===== config.mk =====
export PLATFORM = sky130hd
export DESIGN_NAME = uart_rx_fifo
export DESIGN_NICKNAME = d
export VERILOG_FILES = /design/src/rtl/uart_pkg.sv /design/src/rtl/uart_fifo_ctrl.sv /design/src/rtl/uart_rx_fifo.sv
export SDC_FILE = /design/constraint.sdc
export NUM_CORES = 1
export LEC_CHECK = 0
export BUFFER_PORTS_ARGS = -buffer_cell sky130_fd_sc_hd__buf_2
export CAP_MARGIN = 10
export CORE_MARGIN = 2
export CORE_UTILIZATION = 62
export CTS_BUF_LIST = sky130_fd_sc_hd__clkbuf_16
export DETAILED_ROUTE_END_ITERATION = 16
export PLACE_DENSITY = 0.88
export SETUP_SLACK_MARGIN = 0.02
export SYNTH_ARGS = -nofsm -noshare
export SYNTH_HDL_FRONTEND = slang
export SYNTH_SLANG_ARGS = --single-unit

===== constraint.sdc =====
create_clock -name clk -period 4.55 [get_ports clk]
set_input_delay 0.455 -clock clk [delete_from_list [all_inputs] [get_ports clk]]
set_output_delay 0.455 -clock clk [all_outputs]
set_load 0.02 [all_outputs]

===== src/rtl/uart_pkg.sv =====
// ============================================================================
// Module      : uart_pkg
// Description : Shared widths, depth helper and FIFO operation encoding for
//               the UART receive path.
// Revision    : 1.0 - initial release
// ============================================================================
`default_nettype none

package uart_pkg;

    localparam int UART_DBIT   = 8;
    localparam int FIFO_ADDR_W = 4;
    localparam int FIFO_DEPTH  = 2 ** FIFO_ADDR_W;

    // Encoding is {write accepted, read accepted}.
    typedef enum logic [1:0] {
        OP_IDLE  = 2'b00,
        OP_RD    = 2'b01,
        OP_WR    = 2'b10,
        OP_WR_RD = 2'b11
    } fifo_op_e;

    function automatic int fifo_depth(input int addr_w);
        return 2 ** addr_w;
    endfunction

endpackage

`default_nettype wire


===== src/rtl/uart_fifo_ctrl.sv =====
// ============================================================================
// Module      : uart_fifo_ctrl
// Description : Pointer and flag control for the UART receive FIFO. The ovf
//               port exists only when UART_RX_FIFO_OVF_EN is defined.
// Revision    : 1.0 - initial release
// ============================================================================
`default_nettype none

module uart_fifo_ctrl
    import uart_pkg::*;
#(
    parameter int ADDR_W = FIFO_ADDR_W
) (
    input  logic              clk,
    input  logic              reset,
    input  logic              wr,
    input  logic              rd,
    output logic              wr_en,
    output logic [ADDR_W-1:0] wr_ptr,
    output logic [ADDR_W-1:0] rd_ptr,
    output logic              empty,
    output logic              full,
    output logic              loaded
`ifdef UART_RX_FIFO_OVF_EN
   ,output logic              ovf
`endif
);

    logic              rd_en;
    logic [ADDR_W-1:0] wr_ptr_inc;
    logic [ADDR_W-1:0] rd_ptr_inc;
    logic [ADDR_W-1:0] wr_ptr_nxt;
    logic [ADDR_W-1:0] rd_ptr_nxt;
    logic              empty_nxt;
    logic              full_nxt;
    fifo_op_e          op;

    // A write into a full FIFO is still taken when a read frees the slot.
    assign rd_en      = rd & ~empty;
    assign wr_en      = wr & (~full | rd_en);
    assign wr_ptr_inc = wr_ptr + ADDR_W'(1);
    assign rd_ptr_inc = rd_ptr + ADDR_W'(1);
    assign op         = fifo_op_e'({wr_en, rd_en});

    always_comb begin
        wr_ptr_nxt = wr_ptr;
        rd_ptr_nxt = rd_ptr;
        empty_nxt  = empty;
        full_nxt   = full;
        case (op)
            OP_WR: begin
                wr_ptr_nxt = wr_ptr_inc;
                empty_nxt  = 1'b0;
                full_nxt   = (wr_ptr_inc == rd_ptr);
            end
            OP_RD: begin
                rd_ptr_nxt = rd_ptr_inc;
                full_nxt   = 1'b0;
                empty_nxt  = (rd_ptr_inc == wr_ptr);
            end
            OP_WR_RD: begin
                wr_ptr_nxt = wr_ptr_inc;
                rd_ptr_nxt = rd_ptr_inc;
            end
            default: ;
        endcase
    end

    // loaded masks r_data to zero until the first byte lands after reset,
    // since the storage array itself is never cleared.
    always_ff @(posedge clk or negedge reset) begin
        if (!reset) begin
            wr_ptr <= '0;
            rd_ptr <= '0;
            empty  <= 1'b1;
            full   <= 1'b0;
            loaded <= 1'b0;
        end else begin
            wr_ptr <= wr_ptr_nxt;
            rd_ptr <= rd_ptr_nxt;
            empty  <= empty_nxt;
            full   <= full_nxt;
            loaded <= loaded | wr_en;
        end
    end

`ifdef UART_RX_FIFO_OVF_EN
    always_ff @(posedge clk or negedge reset) begin
        if (!reset) begin
            ovf <= 1'b0;
        end else if (wr && full && !rd) begin
            ovf <= 1'b1;
        end
    end
`endif

endmodule

`default_nettype wire


===== src/rtl/uart_rx_fifo.sv =====
// ============================================================================
// Module      : uart_rx_fifo
// Description : First-word-fall-through byte FIFO between the UART receiver
//               and the operand collector. Optional sticky overflow output
//               enabled by defining UART_RX_FIFO_OVF_EN.
// Revision    : 1.0 - initial release
// ============================================================================
`default_nettype none

module uart_rx_fifo
    import uart_pkg::*;
#(
    parameter int DBIT   = UART_DBIT,
    parameter int ADDR_W = FIFO_ADDR_W
) (
    input  logic            clk,
    input  logic            reset,
    input  logic            wr,
    input  logic [DBIT-1:0] w_data,
    input  logic            rd,
    output logic [DBIT-1:0] r_data,
    output logic            empty,
    output logic            full
`ifdef UART_RX_FIFO_OVF_EN
   ,output logic            ovf
`endif
);

    localparam int DEPTH = fifo_depth(ADDR_W);

    logic [DBIT-1:0]   mem [DEPTH];
    logic              wr_en;
    logic              loaded;
    logic [ADDR_W-1:0] wr_ptr;
    logic [ADDR_W-1:0] rd_ptr;

    uart_fifo_ctrl #(
        .ADDR_W (ADDR_W)
    ) u_ctrl (
        .clk    (clk),
        .reset  (reset),
        .wr     (wr),
        .rd     (rd),
        .wr_en  (wr_en),
        .wr_ptr (wr_ptr),
        .rd_ptr (rd_ptr),
        .empty  (empty),
        .full   (full),
        .loaded (loaded)
`ifdef UART_RX_FIFO_OVF_EN
       ,.ovf    (ovf)
`endif
    );

    always_ff @(posedge clk) begin
        if (wr_en) begin
            mem[wr_ptr] <= w_data;
        end
    end

    assign r_data = loaded ? mem[rd_ptr] : '0;

endmodule

`default_nettype wire


## Word-level counts from Yosys, hierarchy flattened

Memories as Yosys holds them, arrays and structs flattened.
Index checks and enable logic that the tools add are counted.

- Memories: 1
- Register bits: 11
- Logic and storage cells: 27
- Memory bits (writable): 128
- Input port bits: 12
- Output and inout bits: 10

Memories:

| memory | depth | width | rd ports | clocked after memory_dff | write ports | line | text |
|---|---|---|---|---|---|---|---|
| mem | 16 | 8 | 1 | 0 | 1 | uart_rx_fifo.sv:31 | `logic [DBIT-1:0] mem [DEPTH];` |

- Bitwise gates (word level): 6
- Muxes and demuxes: 5
- Reductions and logical operators: 3
- Equality and inequality tests: 5
- Add/sub/neg operators: 2

Operators with widths:

| kind | count |
|---|---|
| adder 4 x 1 -> 4 bit, second input constant | 2 |
| equality test 4 bit | 2 |
| 2-to-1 mux 8 bit | 1 |
| equality test 2 bit, second input constant | 2 |
| one-hot mux 1 bit (2 select lines) | 2 |
| OR reduction 2 bit | 2 |
| AND 1 bit | 2 |
| equality test 2 x 1 -> 1 bit, second input constant | 1 |
| 2-to-1 mux 1 bit | 2 |
| inverter 1 bit | 2 |
| OR 1 bit | 2 |
| nonzero test 2 bit | 1 |

## Logic depth before layout (Yosys ltp)

- Depth after elaboration: 6
- Depth in mapped cells: 8

## Cells and area by module

From an unflattened synthesis, not the netlist that was laid out.

- Cell total of the unflattened synthesis: 336
- Area, all modules: 5719.2 um^2

Modules (own cells, without submodules):

| module | instances | cells an instance | area each (um^2) | sequential area each (um^2) |
|---|---|---|---|---|
| uart_rx_fifo | 1 | 284 | 5122.4 | 3843.7 |
| uart_fifo_ctrl | 1 | 52 | 596.8 | 276.5 |

## Worst setup path before layout

Ideal clock, no wire load.

- Path type: reg-to-output
- Start: register u_ctrl.rd_ptr[0]
- End: output port r_data[1]
- Cell stages (with the launch flop): 6
- Buffers on the path: 2
- Required time: 4095 ps
- Arrival time: 1749 ps
- Path slack: 2346 ps
- Cells stage by stage: dfrtp_1 -> buf_6 -> buf_8 -> mux2i_1 -> and3_1 -> o41ai_1

- Longest elaborated chain between the ends: 2

RTL lines:

| element | line | text |
|---|---|---|
| start, declared | uart_fifo_ctrl.sv:20 | `output logic [ADDR_W-1:0] rd_ptr,` |
| start signal, assigned | uart_fifo_ctrl.sv:80 | `rd_ptr <= rd_ptr_nxt;` |
| memory read (16 x 8 bit) | -- |  |
| 2-to-1 mux 8 bit | uart_rx_fifo.sv:61 | `assign r_data = loaded ? mem[rd_ptr] : '0;` |
| end, declared | uart_rx_fifo.sv:21 | `output logic [DBIT-1:0] r_data,` |

No other way between the ends.

## Final worst setup path

- Start: register u_ctrl.rd_ptr[0]
- End: output port r_data[3]

The elaborated chain is that of the path after synthesis.

==> results.txt <==
#FFs+latches synth: 139
status: finished clean
CP max FO: 26
Post-Syn Area: 5780 µm²
Post-CTS Setup Bufs: 0
CP max stage cell: dfrtp_2
initial antenna violation count: 0
leading post-synthesis cells by cell area: edfxtp_1 66%, mux4_1 8.2%, dfrtp_1 4.3%
maximum vdd drop: 0.407 mV
Synth Area in Adders: 0.0173
cell at the root of the clock tree: clkbuf_16
post-synthesis simple-gate area fraction: 0.0496
share of layout cells above drive strength 1: 0.215
commonest cells in the netlist: 128 x edfxtp_1, 23 x nand2_1, 18 x mux4_1, 18 x nor2_1, 16 x mux2i_1
largest net degree at the start of global routing: 32
placed instance area: 5960 µm²
CP endpoint kind: output port
H-tree levels: 4
GRT Resource Usage Total: 0.261
cell taking the most area after synthesis: edfxtp_1
setup TNS: 0 ps
Tightest Pin Transition: 970 ps
CP top delay family: flip-flops
I/O pin count: 22
GR Overflow Total: 0
part of the cycle the worst path needs: 0.741
Slew HR: 0.351
met3 wire len: 987 µm
TritonCTS Sinks: 139
Final Setup Violations: 0
critical path data required time: 4090 ps
Vias: 3,126
first-pass GRT wire length: 18,500 µm
R2R Setup Slk: 2170 ps
final WL: 11,900 µm
Hold Crit Class: input port to flip-flop
cts bufs inserted: 17
CP max stage delay: 870 ps
CTS tree: built
min Tclk post-route: 3370 ps
IO buf count: 21
FP Rows: 35
Core Area: 9150 µm²
vias in the first global route: 3,261
Initial Util: 0.632
DR vias/cell: 6.61
Synth async-reset ratio: 0.0791
Antenna Cells: 0
EDFF count, synth: 128
final-report hold violation count: 0
critical path class: flip-flop to output port
post-synth cell types: 39
detailed-route wire length per cell: 25.1 µm
ys flop type: edfxtp_1
post-cts gate resize count: 0
Longest Clk Path Bufs: 2
Reg clk slew, reported paths: 70 ps
skew final: 13.9 ps
cell area after layout: 6570 µm²
Pins Over Slew Limit: 0
Area Growth Syn to Fin: 13.6%
main combinational cell family by area after synthesis: multiplexers
Crit path arrival time: 2920 ps
Pleak: 2.33 nW
synthesized area per cell: 18.2 µm²
DIE HEIGHT: 101 µm
max_cap viols: 0
Hold Buf Count CTS: 1
Syn Inst Count: 317
cell with the most instances after synthesis: edfxtp_1
initial drt markers: 301
cell breakdown of the critical path: buf_4, mux4_1, o221ai_1, nand2_1, buf_2
Met1 Wirelength: 4480 µm
multiplexer share of the synthesized area: 0.143
Fmax: 0.296 GHz
crit path buf inv count: 2
startpoint types: flip-flop
Remaining DRCs: 0
syn nets: 337
met2 wire length: 6120 µm
Yosys warnings: 0
post-synth top area share: 0.665
Clk Latency, worst-skew pair: 430 ps
Final HPWL DP: 6880 µm
sequential fraction of the synthesis area: 0.713
final net count: 369
ANT nets after route: 0
gp weighted congestion: 0.823
Die W: 101 µm
first-pass iteration count of the detailed router: 5
XOR/XNOR Fraction of Synth Area: 0.0227
PwrDens: 669 nW/µm²
Synth Area in Compound Gates: 0.0312
die footprint: 10,100 µm²
Top Metal Used: met4
RSZ-0062 raised after global routing: no
==> cells by family (layout without fill, tap and decap cells) <==
family / after synthesis / count (layout)
AOI/OAI and AO/OA: 23 / 23
xor gates and xnor gates: 15 / 15
adders and majority gates: 8 / 8
buffers and inverters: 20 / 65
DFF: 139 / 139
muxes: 48 / 48
and+or+nand+nor: 64 / 64
==> per-layer routing <==
metal  vias up  GRT usage
met5         -          0
met1      1579      0.338
met4         0      0.133
li1       1322          -
met2       199      0.420
met3        26     0.0631
==> power by group <==
group / total, W / switching [W] / internal [W]
registers: 0.00172 / 0.000167 / 0.00156
logic: 0.00128 / 0.000739 / 0.000544
clock network: 0.00139 / 0.000601 / 0.000785
total: 0.00439 / 0.00151 / 0.00288
==> state kept, by name (all words and copies together), names as in the netlist <==
| name | count |
|---|---|
| u_ctrl.rd_ptr | 4 |
| u_ctrl.empty | 1 |
| u_ctrl.loaded | 1 |
| u_ctrl.wr_ptr | 4 |
| u_ctrl.full | 1 |
| mem | 128 |
==> worst paths after layout <==
check / startpoint / to / cells after the start
worst min-delay path: w_data[2] / mem[14][2] / 1
min in group asynchronous: reset / u_ctrl.wr_ptr[0] / 2
worst max register to register: u_ctrl.empty / mem[9][7] / 4
max in group asynchronous: reset / u_ctrl.empty / 2
worst max-delay path: u_ctrl.rd_ptr[0] / r_data[3] / 5
worst min register to register: u_ctrl.loaded / u_ctrl.loaded / 1
==> stage by stage <==
stage / hold slack, ps / util / std cells / power, W / setup slack, ps
after global routing: 409 / 0.718 / 473 / 0.00456 / 1090
final: 403 / 0.718 / 473 / 0.00439 / 1180
after floorplan: 159 / - / 317 / 0.00268 / 2350
after global placement: 334 / 0.651 / 440 / 0.00292 / 1800
after CTS: 397 / 0.718 / 473 / 0.00439 / 1170
after detailed placement: 344 / 0.651 / 440 / 0.00298 / 1700
==> layout by cell type (no fill, tap or decap), drive strengths merged, types with 8 or more instances in the layout <==
cell type and n:
clkbuf 17, buf 28, nand2 23, mux2i 16, ha 8, mux2 11, nor2 18, mux4 21
edfxtp 128, dfrtp 10, xnor2 10, inv 12
==> worst reg2reg max path: cells and delay by family (launching register included) <==
kind            cells  cell delay (ps)
compound gates      1              400
simple gates        3             1240
flops               1              370
==> layout make-up <==
| class | count | area (µm²) |
|---|---|---|
| clock buffers | 17 | 425 |
| clock inverters | 15 | 178 |
| fillers | 497 | 2580 |
| inverters | 4 | 15.0 |
| multi-input cells | 158 | 1520 |
| flip-flops and latches | 139 | 4120 |
| well taps | 111 | 139 |
| repair buffers | 29 | 168 |
No activity file was read; power rests on OpenSTA's default activity.
